--- src/rtl/vga_linear_fml_fetch_pkg.sv ---
// Shared geometry, timing constants and address helper for the linear 256-colour fetch path.
package vga_linear_fml_fetch_pkg;
    localparam int BURST_WORDS = 8;
    localparam int ROW_WORDS   = 160;
    localparam int PIPE_DEPTH  = 5;
    localparam int FML_LATENCY = 3;
    localparam int PREFETCH_H  = 768;
    localparam int H_VISIBLE   = 640;

    // FML word address, bit 0 here corresponds to byte-address bit 1
    typedef logic [16:0] word_adr_t;

    localparam logic [3:0] BEAT_LAST = 4'(FML_LATENCY + BURST_WORDS - 1);

    function automatic word_adr_t burst_base(input logic [7:0] row, input logic [4:0] grp);
        return word_adr_t'(row) * word_adr_t'(ROW_WORDS) + (word_adr_t'(grp) << 3);
    endfunction
endpackage

--- src/rtl/vga_linear_fml_fetch_if.sv ---
// CRTC timing, FML read bus and pixel output bundle for the linear fetch block.
interface vga_linear_fml_fetch_if;
    import vga_linear_fml_fetch_pkg::*;

    logic        enable;
    word_adr_t   fml_adr_o;
    logic        fml_stb_o;
    logic [15:0] fml_dat_i;
    logic [9:0]  h_count;
    logic [9:0]  v_count;
    logic        horiz_sync_i;
    logic        video_on_h_i;
    logic        video_on_h_o;
    logic        horiz_sync_o;
    logic [7:0]  color;

    modport master (
        input  enable, fml_dat_i, h_count, v_count, horiz_sync_i, video_on_h_i,
        output fml_adr_o, fml_stb_o, video_on_h_o, horiz_sync_o, color
    );

    modport slave (
        output enable, fml_dat_i, h_count, v_count, horiz_sync_i, video_on_h_i,
        input  fml_adr_o, fml_stb_o, video_on_h_o, horiz_sync_o, color
    );
endinterface

--- src/rtl/vga_linear_fml_fetch_burst_buffer.sv ---
// 2x8x16 double buffer: captures one fixed-latency burst into the back half, swaps on group match.
// Read mux is combinational from the front half; no ack, beats are taken blindly by count.
module vga_fml_burst_buffer
    import vga_linear_fml_fetch_pkg::*;
(
    input  logic        clk_50,
    input  logic        rst,
    input  logic        start,
    input  logic [4:0]  start_grp,
    input  logic [15:0] fml_dat,
    input  logic        swap_chk,
    input  logic [4:0]  cur_grp,
    input  logic [3:0]  rd_byte,
    output logic        busy,
    output logic [7:0]  rd_dat
);
    logic [1:0][7:0][15:0] mem_q, mem_d;
    logic [3:0]            beat_q, beat_d;
    logic                  sel_q, sel_d;
    logic                  full_q, full_d;
    logic [4:0]            fill_grp_q, fill_grp_d;
    logic [2:0]            widx;
    logic [15:0]           rd_word;

    assign widx    = 3'(beat_q - 4'(FML_LATENCY));
    assign busy    = start || (beat_q != 4'd0);
    assign rd_word = mem_q[sel_q][rd_byte[3:1]];
    assign rd_dat  = rd_byte[0] ? rd_word[15:8] : rd_word[7:0];

    always_comb begin
        mem_d      = mem_q;
        beat_d     = beat_q;
        sel_d      = sel_q;
        full_d     = full_q;
        fill_grp_d = fill_grp_q;

        if (swap_chk && full_q && (fill_grp_q == cur_grp)) begin
            sel_d  = ~sel_q;
            full_d = 1'b0;
        end

        // beat_q counts edges since the strobe was sampled; 0 means idle
        if (start && (beat_q == 4'd0)) begin
            beat_d = 4'd1;
            full_d = 1'b0;
        end else if (beat_q != 4'd0) begin
            beat_d = beat_q + 4'd1;
            if (beat_q >= 4'(FML_LATENCY)) begin
                mem_d[~sel_q][widx] = fml_dat;
            end
            if (beat_q == BEAT_LAST) begin
                beat_d     = 4'd0;
                full_d     = 1'b1;
                fill_grp_d = start_grp;
            end
        end
    end

    always_ff @(posedge clk_50) begin
        if (rst) begin
            mem_q      <= '0;
            beat_q     <= 4'd0;
            sel_q      <= 1'b0;
            full_q     <= 1'b0;
            fill_grp_q <= 5'd0;
        end else begin
            mem_q      <= mem_d;
            beat_q     <= beat_d;
            sel_q      <= sel_d;
            full_q     <= full_d;
            fill_grp_q <= fill_grp_d;
        end
    end
endmodule

--- src/rtl/vga_linear_fml_fetch.sv ---
// Linear 256-colour pixel fetch: bursts the next 32-column group from FML, emits one colour per clock.
// Colour and sync outputs trail h/v/sync inputs by PIPE_DEPTH clocks; triggers during a burst are dropped.
module vga_linear_fml_fetch
    import vga_linear_fml_fetch_pkg::*;
(
    input  logic                   clk_50,
    input  logic                   rst,
    vga_linear_fml_fetch_if.master bus
);
    logic                  stb_q, stb_d;
    word_adr_t             adr_q, adr_d;
    logic [4:0]            grp_q, grp_d;
    logic [PIPE_DEPTH-1:0] vid_q, vid_d;
    logic [PIPE_DEPTH-1:0] hs_q, hs_d;
    logic [3:0]            pix_q, pix_d;
    logic                  en1_q, en1_d;
    logic [3:0][7:0]       col_q, col_d;

    logic       at_grp;
    logic [9:0] v_next;
    logic       busy;
    logic [7:0] rd_dat;
    logic       unused_bits;

    assign at_grp      = (bus.h_count[4:0] == 5'd0);
    assign v_next      = bus.v_count + 10'd1;
    assign unused_bits = ^{bus.v_count[9], bus.v_count[0], v_next[9], v_next[0]};

    always_comb begin
        stb_d = 1'b0;
        adr_d = adr_q;
        grp_d = grp_q;
        if (bus.enable && at_grp && !busy) begin
            if (bus.h_count < 10'(H_VISIBLE)) begin
                stb_d = 1'b1;
                grp_d = bus.h_count[9:5] + 5'd1;
                adr_d = burst_base(bus.v_count[8:1], grp_d);
            end else if (bus.h_count == 10'(PREFETCH_H)) begin
                stb_d = 1'b1;
                grp_d = 5'd0;
                adr_d = burst_base(v_next[8:1], 5'd0);
            end
        end

        vid_d = {vid_q[PIPE_DEPTH-2:0], bus.video_on_h_i};
        hs_d  = {hs_q[PIPE_DEPTH-2:0], bus.horiz_sync_i};
        pix_d = bus.h_count[4:1];
        en1_d = bus.enable;
        // stage 2 reads the buffer one clock after a swap so the new group's first pixel sees it
        col_d = {col_q[2:0], (en1_q ? rd_dat : 8'd0)};
    end

    always_ff @(posedge clk_50) begin
        if (rst) begin
            stb_q <= 1'b0;
            adr_q <= '0;
            grp_q <= 5'd0;
            vid_q <= '0;
            hs_q  <= '0;
            pix_q <= 4'd0;
            en1_q <= 1'b0;
            col_q <= '0;
        end else begin
            stb_q <= stb_d;
            adr_q <= adr_d;
            grp_q <= grp_d;
            vid_q <= vid_d;
            hs_q  <= hs_d;
            pix_q <= pix_d;
            en1_q <= en1_d;
            col_q <= col_d;
        end
    end

    vga_fml_burst_buffer u_buf (
        .clk_50    (clk_50),
        .rst       (rst),
        .start     (stb_q),
        .start_grp (grp_q),
        .fml_dat   (bus.fml_dat_i),
        .swap_chk  (at_grp),
        .cur_grp   (bus.h_count[9:5]),
        .rd_byte   (pix_q),
        .busy      (busy),
        .rd_dat    (rd_dat)
    );

    assign bus.fml_stb_o    = stb_q;
    assign bus.fml_adr_o    = adr_q;
    assign bus.video_on_h_o = vid_q[PIPE_DEPTH-1];
    assign bus.horiz_sync_o = hs_q[PIPE_DEPTH-1];
    assign bus.color        = col_q[3];
endmodule

--- src/flat_wrapper.sv ---
// flat-port wrapper written by rule: the top's interface ports become plain ports
module vga_linear_fml_fetch_flat import vga_linear_fml_fetch_pkg::*;
  (clk_50, rst, bus_enable, bus_fml_dat_i, bus_h_count, bus_v_count, bus_horiz_sync_i, bus_video_on_h_i, bus_fml_adr_o, bus_fml_stb_o, bus_video_on_h_o, bus_horiz_sync_o, bus_color);
  vga_linear_fml_fetch_if bus_i ();
  input  logic clk_50;
  input  logic rst;
  input wire logic [$bits(bus_i.enable)-1:0] bus_enable;
  input wire logic [$bits(bus_i.fml_dat_i)-1:0] bus_fml_dat_i;
  input wire logic [$bits(bus_i.h_count)-1:0] bus_h_count;
  input wire logic [$bits(bus_i.v_count)-1:0] bus_v_count;
  input wire logic [$bits(bus_i.horiz_sync_i)-1:0] bus_horiz_sync_i;
  input wire logic [$bits(bus_i.video_on_h_i)-1:0] bus_video_on_h_i;
  output wire logic [$bits(bus_i.fml_adr_o)-1:0] bus_fml_adr_o;
  output wire logic [$bits(bus_i.fml_stb_o)-1:0] bus_fml_stb_o;
  output wire logic [$bits(bus_i.video_on_h_o)-1:0] bus_video_on_h_o;
  output wire logic [$bits(bus_i.horiz_sync_o)-1:0] bus_horiz_sync_o;
  output wire logic [$bits(bus_i.color)-1:0] bus_color;
  assign bus_i.enable = bus_enable;
  assign bus_i.fml_dat_i = bus_fml_dat_i;
  assign bus_i.h_count = bus_h_count;
  assign bus_i.v_count = bus_v_count;
  assign bus_i.horiz_sync_i = bus_horiz_sync_i;
  assign bus_i.video_on_h_i = bus_video_on_h_i;
  assign bus_fml_adr_o = bus_i.fml_adr_o;
  assign bus_fml_stb_o = bus_i.fml_stb_o;
  assign bus_video_on_h_o = bus_i.video_on_h_o;
  assign bus_horiz_sync_o = bus_i.horiz_sync_o;
  assign bus_color = bus_i.color;
  vga_linear_fml_fetch u_core (.clk_50(clk_50), .rst(rst), .bus(bus_i));
endmodule
--- config.mk ---
export PLATFORM = sky130hd
export DESIGN_NAME = vga_linear_fml_fetch_flat
export DESIGN_NICKNAME = d
export VERILOG_FILES = /design/src/rtl/vga_linear_fml_fetch_pkg.sv /design/src/rtl/vga_linear_fml_fetch_if.sv /design/src/rtl/vga_linear_fml_fetch_burst_buffer.sv /design/src/rtl/vga_linear_fml_fetch.sv /design/src/flat_wrapper.sv
export SDC_FILE = /design/constraint.sdc
export NUM_CORES = 1
export LEC_CHECK = 0
export ABC_AREA = 1
export CORE_MARGIN = 4
export CORE_UTILIZATION = 30
export CTS_CLUSTER_DIAMETER = 80
export CTS_CLUSTER_SIZE = 16
export DETAILED_ROUTE_END_ITERATION = 6
export PLACE_DENSITY = 0.51
export SLEW_MARGIN = 20
export SYNTH_ARGS = -nofsm -noshare
export SYNTH_HDL_FRONTEND = slang
export SYNTH_SLANG_ARGS = --single-unit
export TNS_END_PERCENT = 5
--- constraint.sdc ---
create_clock -name clk_50 -period 8.1 [get_ports clk_50]
set_input_delay 1.62 -clock clk_50 [delete_from_list [all_inputs] [get_ports clk_50]]
set_output_delay 1.62 -clock clk_50 [all_outputs]
set_load 0.1 [all_outputs]
==> impl_results.html <==
<table>
<tr><th>Metric</th><th>Value</th></tr>
<tr><th colspan="2">Detailed routing</th></tr>
<tr><td>Count of antenna-violating nets left after detailed routing</td><td>0</td></tr>
<tr><td>First-pass detailed-route iteration total</td><td>5</td></tr>
<tr><td>Via Count</td><td>approximately 13,000</td></tr>
<tr><td>Number of design-rule violations left by the first detailed-router iteration</td><td>just over 900</td></tr>
<tr><td>Drt via density</td><td>approximately 4.9</td></tr>
<tr><td>Post-detailed-route wirelength per cell</td><td>16.11 µm</td></tr>
<tr><td>DRC violation count after routing</td><td>0</td></tr>
<tr><td>Total routed wirelength</td><td>between 40 and 50 mm</td></tr>
<tr><th colspan="2">Power and ir drop</th></tr>
<tr><td>Peak supply drop</td><td>around 0.000095 V</td></tr>
<tr><td>Register share of total power</td><td>51.2%</td></tr>
<tr><td>Cell Int Power</td><td>between 2 and 2.5 mW</td></tr>
<tr><td>Power Total</td><td>approximately 3.2 mW</td></tr>
<tr><td>Areal power density over the cells</td><td>a little under 200 mW/mm²</td></tr>
<tr><td>Proportion of power drawn by the clock network</td><td>about 39%</td></tr>
<tr><td>Net switching power of the design</td><td>around 830 µW</td></tr>
<tr><td>Combinational cell fraction of total power</td><td>under 10%</td></tr>
<tr><td>Leakage power</td><td>around 6.6 nW</td></tr>
<tr><td>Switching fraction of total power</td><td>between 20% and 30%</td></tr>
<tr><th colspan="2">CTS</th></tr>
<tr><td>Resized Gates After CTS</td><td>0</td></tr>
<tr><td>TritonCTS Buffers</td><td>26</td></tr>
<tr><td>Deepest level of the CTS H-tree</td><td>1</td></tr>
<tr><td>CTS tree</td><td>yes</td></tr>
<tr><td>Post-CTS setup buffer count</td><td>0</td></tr>
<tr><td>Hold buffers post-CTS</td><td>0</td></tr>
<tr><td>Clock slew at reported path FFs</td><td>around 70 ps</td></tr>
<tr><td>Root buffer selected by CTS</td><td>sky130_fd_sc_hd__clkbuf_16</td></tr>
<tr><td>Clock sink count</td><td>332</td></tr>
<tr><td>Clock latency of the later-clocked register in the worst-skew pair</td><td>between 500 and 600 ps</td></tr>
<tr><td>Maximum buffer depth of the clock tree</td><td>3</td></tr>
<tr><th colspan="2">Placed design</th></tr>
<tr><td>Buffers on Ports</td><td>64</td></tr>
<tr><td>Detail Placement HPWL</td><td>26.64 mm</td></tr>
<tr><td>Pre-CTS worst setup slack</td><td>between 3000 and 4000 ps</td></tr>
<tr><td>Routability Congestion</td><td>0.8182</td></tr>
<tr><td>Instance area at placement</td><td>around 0.016 mm²</td></tr>
<tr><th colspan="2">Critical path</th></tr>
<tr><td>Worst Path Arrival</td><td>4550 ps</td></tr>
<tr><td>Worst setup EP type</td><td>flip-flop</td></tr>
<tr><td>Kind of critical path</td><td>input pin to flip-flop</td></tr>
<tr><td>Type of element launching the critical path</td><td>input pin</td></tr>
<tr><td>Maximum fanout encountered on the critical timing path</td><td>4</td></tr>
<tr><td>Worst path required time</td><td>~8600 ps</td></tr>
<tr><th colspan="2">Synth</th></tr>
<tr><td>Post-synthesis average cell area</td><td>between 7 and 8 µm²</td></tr>
<tr><td>Flip-flop and latch count after synthesis</td><td>332</td></tr>
<tr><td>Warning count from the yosys run</td><td>0</td></tr>
<tr><td>Gate count of the mapped netlist</td><td>around 2,100</td></tr>
<tr><td>Post-synth ARST share</td><td>0%</td></tr>
<tr><td>Number of synthesized flops with an enable pin</td><td>0</td></tr>
<tr><td>Distinct cell type count of the synthesized netlist</td><td>36</td></tr>
<tr><td>Sequential area share after synthesis</td><td>~45%</td></tr>
<tr><td>Most used flip-flop cell after synthesis</td><td>sky130_fd_sc_hd__dfxtp_1</td></tr>
<tr><td>Summed instance area of the synthesized netlist</td><td>around 0.015 mm²</td></tr>
<tr><th colspan="2">Finish</th></tr>
<tr><td>Summed area of non-filler cells in the final layout</td><td>roughly 0.017 mm²</td></tr>
<tr><td>Final Core Density</td><td>between 30% and 40%</td></tr>
<tr><td>Antenna diode count</td><td>0</td></tr>
<tr><td>Most frequent cells in the layout</td><td>731 x sky130_fd_sc_hd__nor2_1, 379 x sky130_fd_sc_hd__o21ai_0, 330 x sky130_fd_sc_hd__dfxtp_1</td></tr>
<tr><td>Layout cells sized above 1</td><td>under 10%</td></tr>
<tr><td>Final net count</td><td>roughly 2,100</td></tr>
<tr><td>Most common cell after layout, fill and taps aside</td><td>sky130_fd_sc_hd__nor2_1</td></tr>
<tr><td>Area Overhead vs Synth</td><td>12.11%</td></tr>
<tr><th colspan="2">Floorplanning</th></tr>
<tr><td>FP Rows</td><td>81</td></tr>
<tr><td>Die width</td><td>around 230 µm</td></tr>
<tr><td>Initial core utilization</td><td>a little under a third</td></tr>
<tr><td>Die Ht</td><td>around 230 µm</td></tr>
<tr><td>Area of the core</td><td>a little under 0.05 mm²</td></tr>
<tr><td>Top Ports</td><td>69</td></tr>
<tr><td>Area of the die</td><td>approximately 0.053 mm²</td></tr>
<tr><th colspan="2">STA</th></tr>
<tr><td>Clock skew after layout</td><td>between 15 and 20 ps</td></tr>
<tr><td>Aggregate negative setup slack</td><td>0 ps</td></tr>
<tr><td>Transition time at the pin with the least slew margin</td><td>989.7 ps</td></tr>
<tr><td>Slack of the critical path</td><td>4016 ps</td></tr>
<tr><td>Ratio of final minimum period to clock period</td><td>50.41%</td></tr>
<tr><td>Shortest clock period the worst path allows after layout</td><td>approximately 4100 ps</td></tr>
<tr><td>RSZ-0062 raised after global routing</td><td>no</td></tr>
<tr><td>Number of pins exceeding their max-slew limit in the final report</td><td>0</td></tr>
<tr><td>Headroom to the max-slew limit</td><td>roughly 34%</td></tr>
<tr><td>Hold Fails Final Rpt</td><td>0</td></tr>
<tr><td>Achievable clock frequency</td><td>~0.24 GHz</td></tr>
<tr><td>Final setup fails</td><td>0</td></tr>
<tr><th colspan="2">GRT</th></tr>
<tr><td>Largest net degree at the start of global routing</td><td>171</td></tr>
<tr><td>Number of antenna violations at the first check in global routing</td><td>0</td></tr>
<tr><td>Remaining global-route overflow</td><td>0</td></tr>
<tr><td>Global router's overall resource usage</td><td>approximately 16%</td></tr>
<tr><td>Via count of the first global-routing pass</td><td>around 13,000</td></tr>
<tr><td>Wire length of the first global-routing pass</td><td>approximately 70 mm</td></tr>
<tr><th colspan="2">Worst hold path</th></tr>
<tr><td>Worst min-delay path category</td><td>flip-flop to flip-flop</td></tr>
<tr><th colspan="2">Flow run</th></tr>
<tr><td>Maximum capacitance violations</td><td>0</td></tr>
<tr><th colspan="2">Run status</th></tr>
<tr><td>Outcome</td><td>finished clean</td></tr>
</table>
## cell families after synthesis
logic type | Yosys count | synth area share [%]
simple gates | 941 | 25.02
other cells | 1 | 0.02527
buf+inv | 252 | 6.879
flops | 332 | 44.78
compound gates | 518 | 19.19
fa+ha+maj | 35 | 3.102
xor+xnor | 17 | 1.003
## cell type report
type / count / area (µm²)
inverters: 107 / 407.9
flip-flops and latches: 332 / 6651
clock inverters: 5 / 65.06
multi-input cells: 1514 / 7182
repair buffers: 82 / 790.8
well taps: 664 / 830.8
fillers: 5237 / 32310
clock buffers: 31 / 710.7
## critical path, cell delays in order
cell and delay (ps):
sky130_fd_sc_hd__clkdlybuf4s50_1 550, sky130_fd_sc_hd__ha_1 220, sky130_fd_sc_hd__nand2_1 70, sky130_fd_sc_hd__nor2_1 270, sky130_fd_sc_hd__xnor2_1 160, sky130_fd_sc_hd__inv_1 80, sky130_fd_sc_hd__ha_1 300, sky130_fd_sc_hd__ha_1 240
sky130_fd_sc_hd__fa_1 420, sky130_fd_sc_hd__inv_1 90, sky130_fd_sc_hd__nor3_1 60, sky130_fd_sc_hd__o21ai_0 160, sky130_fd_sc_hd__nand3_1 80, sky130_fd_sc_hd__nand2_1 70, sky130_fd_sc_hd__inv_1 40, sky130_fd_sc_hd__a21oi_1 120
## power groups by stage
stage                     sequential [mW]  combinational, mW  clock (mW)
final                                1.65              0.318        1.25
after global routing                 1.65              0.355        1.36
after CTS                            1.65              0.316        1.29
after detailed placement             1.69              0.315           0
after global placement               1.69              0.312           0
after floorplan                      1.69              0.212           0
## path summary, 6_finish.rpt
kind / startpoint / end / slack [ps] / depth (start not counted)
max: bus_v_count[1] / u_core.bus.fml_adr_o[14]$_SDFFE_PP0P_ / 4020 / 16
min: u_core.hs_q[0]$_SDFF_PP0_ / u_core.hs_q[1]$_SDFF_PP0_ / 400 / 2
min reg2reg: u_core.hs_q[0]$_SDFF_PP0_ / u_core.hs_q[1]$_SDFF_PP0_ / 400 / 2
max reg2reg: u_core.u_buf.beat_q[0]$_SDFFE_PP0P_ / u_core.u_buf.mem_q[222]$_SDFFE_PP0P_ / 5120 / 8
## state kept, by name, summed over array words and instances (netlist names)
register,cells
u_core.u_buf.sel_q,1
u_core.hs_q,5
u_core.u_buf.fill_grp_q,5
u_core.col_d,24
u_core.vid_q,5
u_core.en1_q,1
u_core.u_buf.mem_q,256
u_core.u_buf.full_q,1
u_core.grp_q,5
u_core.u_buf.beat_q,4
u_core.bus.fml_stb_o,1
u_core.bus.color,8
u_core.bus.fml_adr_o,12
u_core.pix_q,4
## metrics by stage
stage / hold WS, ps / std cells
after floorplan: 388.3 / 2098
after global placement: 388.9 / 2698
after detailed placement: 394.9 / 2698
after CTS: 404.7 / 2734
after global routing: 418.3 / 2735
final: 402.7 / 2735
## cells in the mapped netlist, types with 2 or more instances
library cell | instances | area, µm²
sky130_fd_sc_hd__o211ai_1 | 7 | 52.55
sky130_fd_sc_hd__o221ai_1 | 54 | 473.0
sky130_fd_sc_hd__nor2_2 | 8 | 50.05
sky130_fd_sc_hd__a31oi_1 | 5 | 31.28
sky130_fd_sc_hd__inv_1 | 90 | 337.8
sky130_fd_sc_hd__a211oi_1 | 2 | 15.01
sky130_fd_sc_hd__ha_1 | 32 | 400.4
sky130_fd_sc_hd__inv_2 | 16 | 60.06
sky130_fd_sc_hd__clkbuf_1 | 107 | 401.6
sky130_fd_sc_hd__xor2_1 | 11 | 96.34
sky130_fd_sc_hd__dfxtp_1 | 332 | 6646
sky130_fd_sc_hd__buf_4 | 13 | 97.59
sky130_fd_sc_hd__o21a_1 | 3 | 22.52
sky130_fd_sc_hd__nor3_2 | 4 | 40.04
sky130_fd_sc_hd__fa_1 | 3 | 60.06
sky130_fd_sc_hd__buf_2 | 21 | 105.1
sky130_fd_sc_hd__nor3_1 | 5 | 25.02
sky130_fd_sc_hd__nand2_2 | 8 | 50.05
sky130_fd_sc_hd__nor2_1 | 731 | 2744
sky130_fd_sc_hd__nand3_1 | 68 | 340.3
sky130_fd_sc_hd__o21bai_1 | 2 | 15.01
sky130_fd_sc_hd__buf_1 | 4 | 15.01
sky130_fd_sc_hd__nand4_1 | 7 | 43.79
sky130_fd_sc_hd__a21oi_1 | 33 | 165.2
sky130_fd_sc_hd__o21ai_0 | 379 | 1897
sky130_fd_sc_hd__o21ai_1 | 29 | 145.1
sky130_fd_sc_hd__o22ai_1 | 2 | 12.51
sky130_fd_sc_hd__xnor2_1 | 6 | 52.55
sky130_fd_sc_hd__nand2_1 | 107 | 401.6
## routing by layer
| layer | part of all wire (%) | global-route usage [%] | routed length, µm | vias up |
|---|---|---|---|---|
| li1 | - | - | - | 6783 |
| met1 | 46 | 21.81 | 20410 | 6262 |
| met2 | 47 | 27.72 | 20840 | 303 |
| met3 | 4.6 | 1.616 | 2042 | 48 |
| met4 | 1.7 | 3.800 | 751 | 0 |
| met5 | 0 | 0 | 0 | - |
No activity file was read; power rests on OpenSTA's default activity.
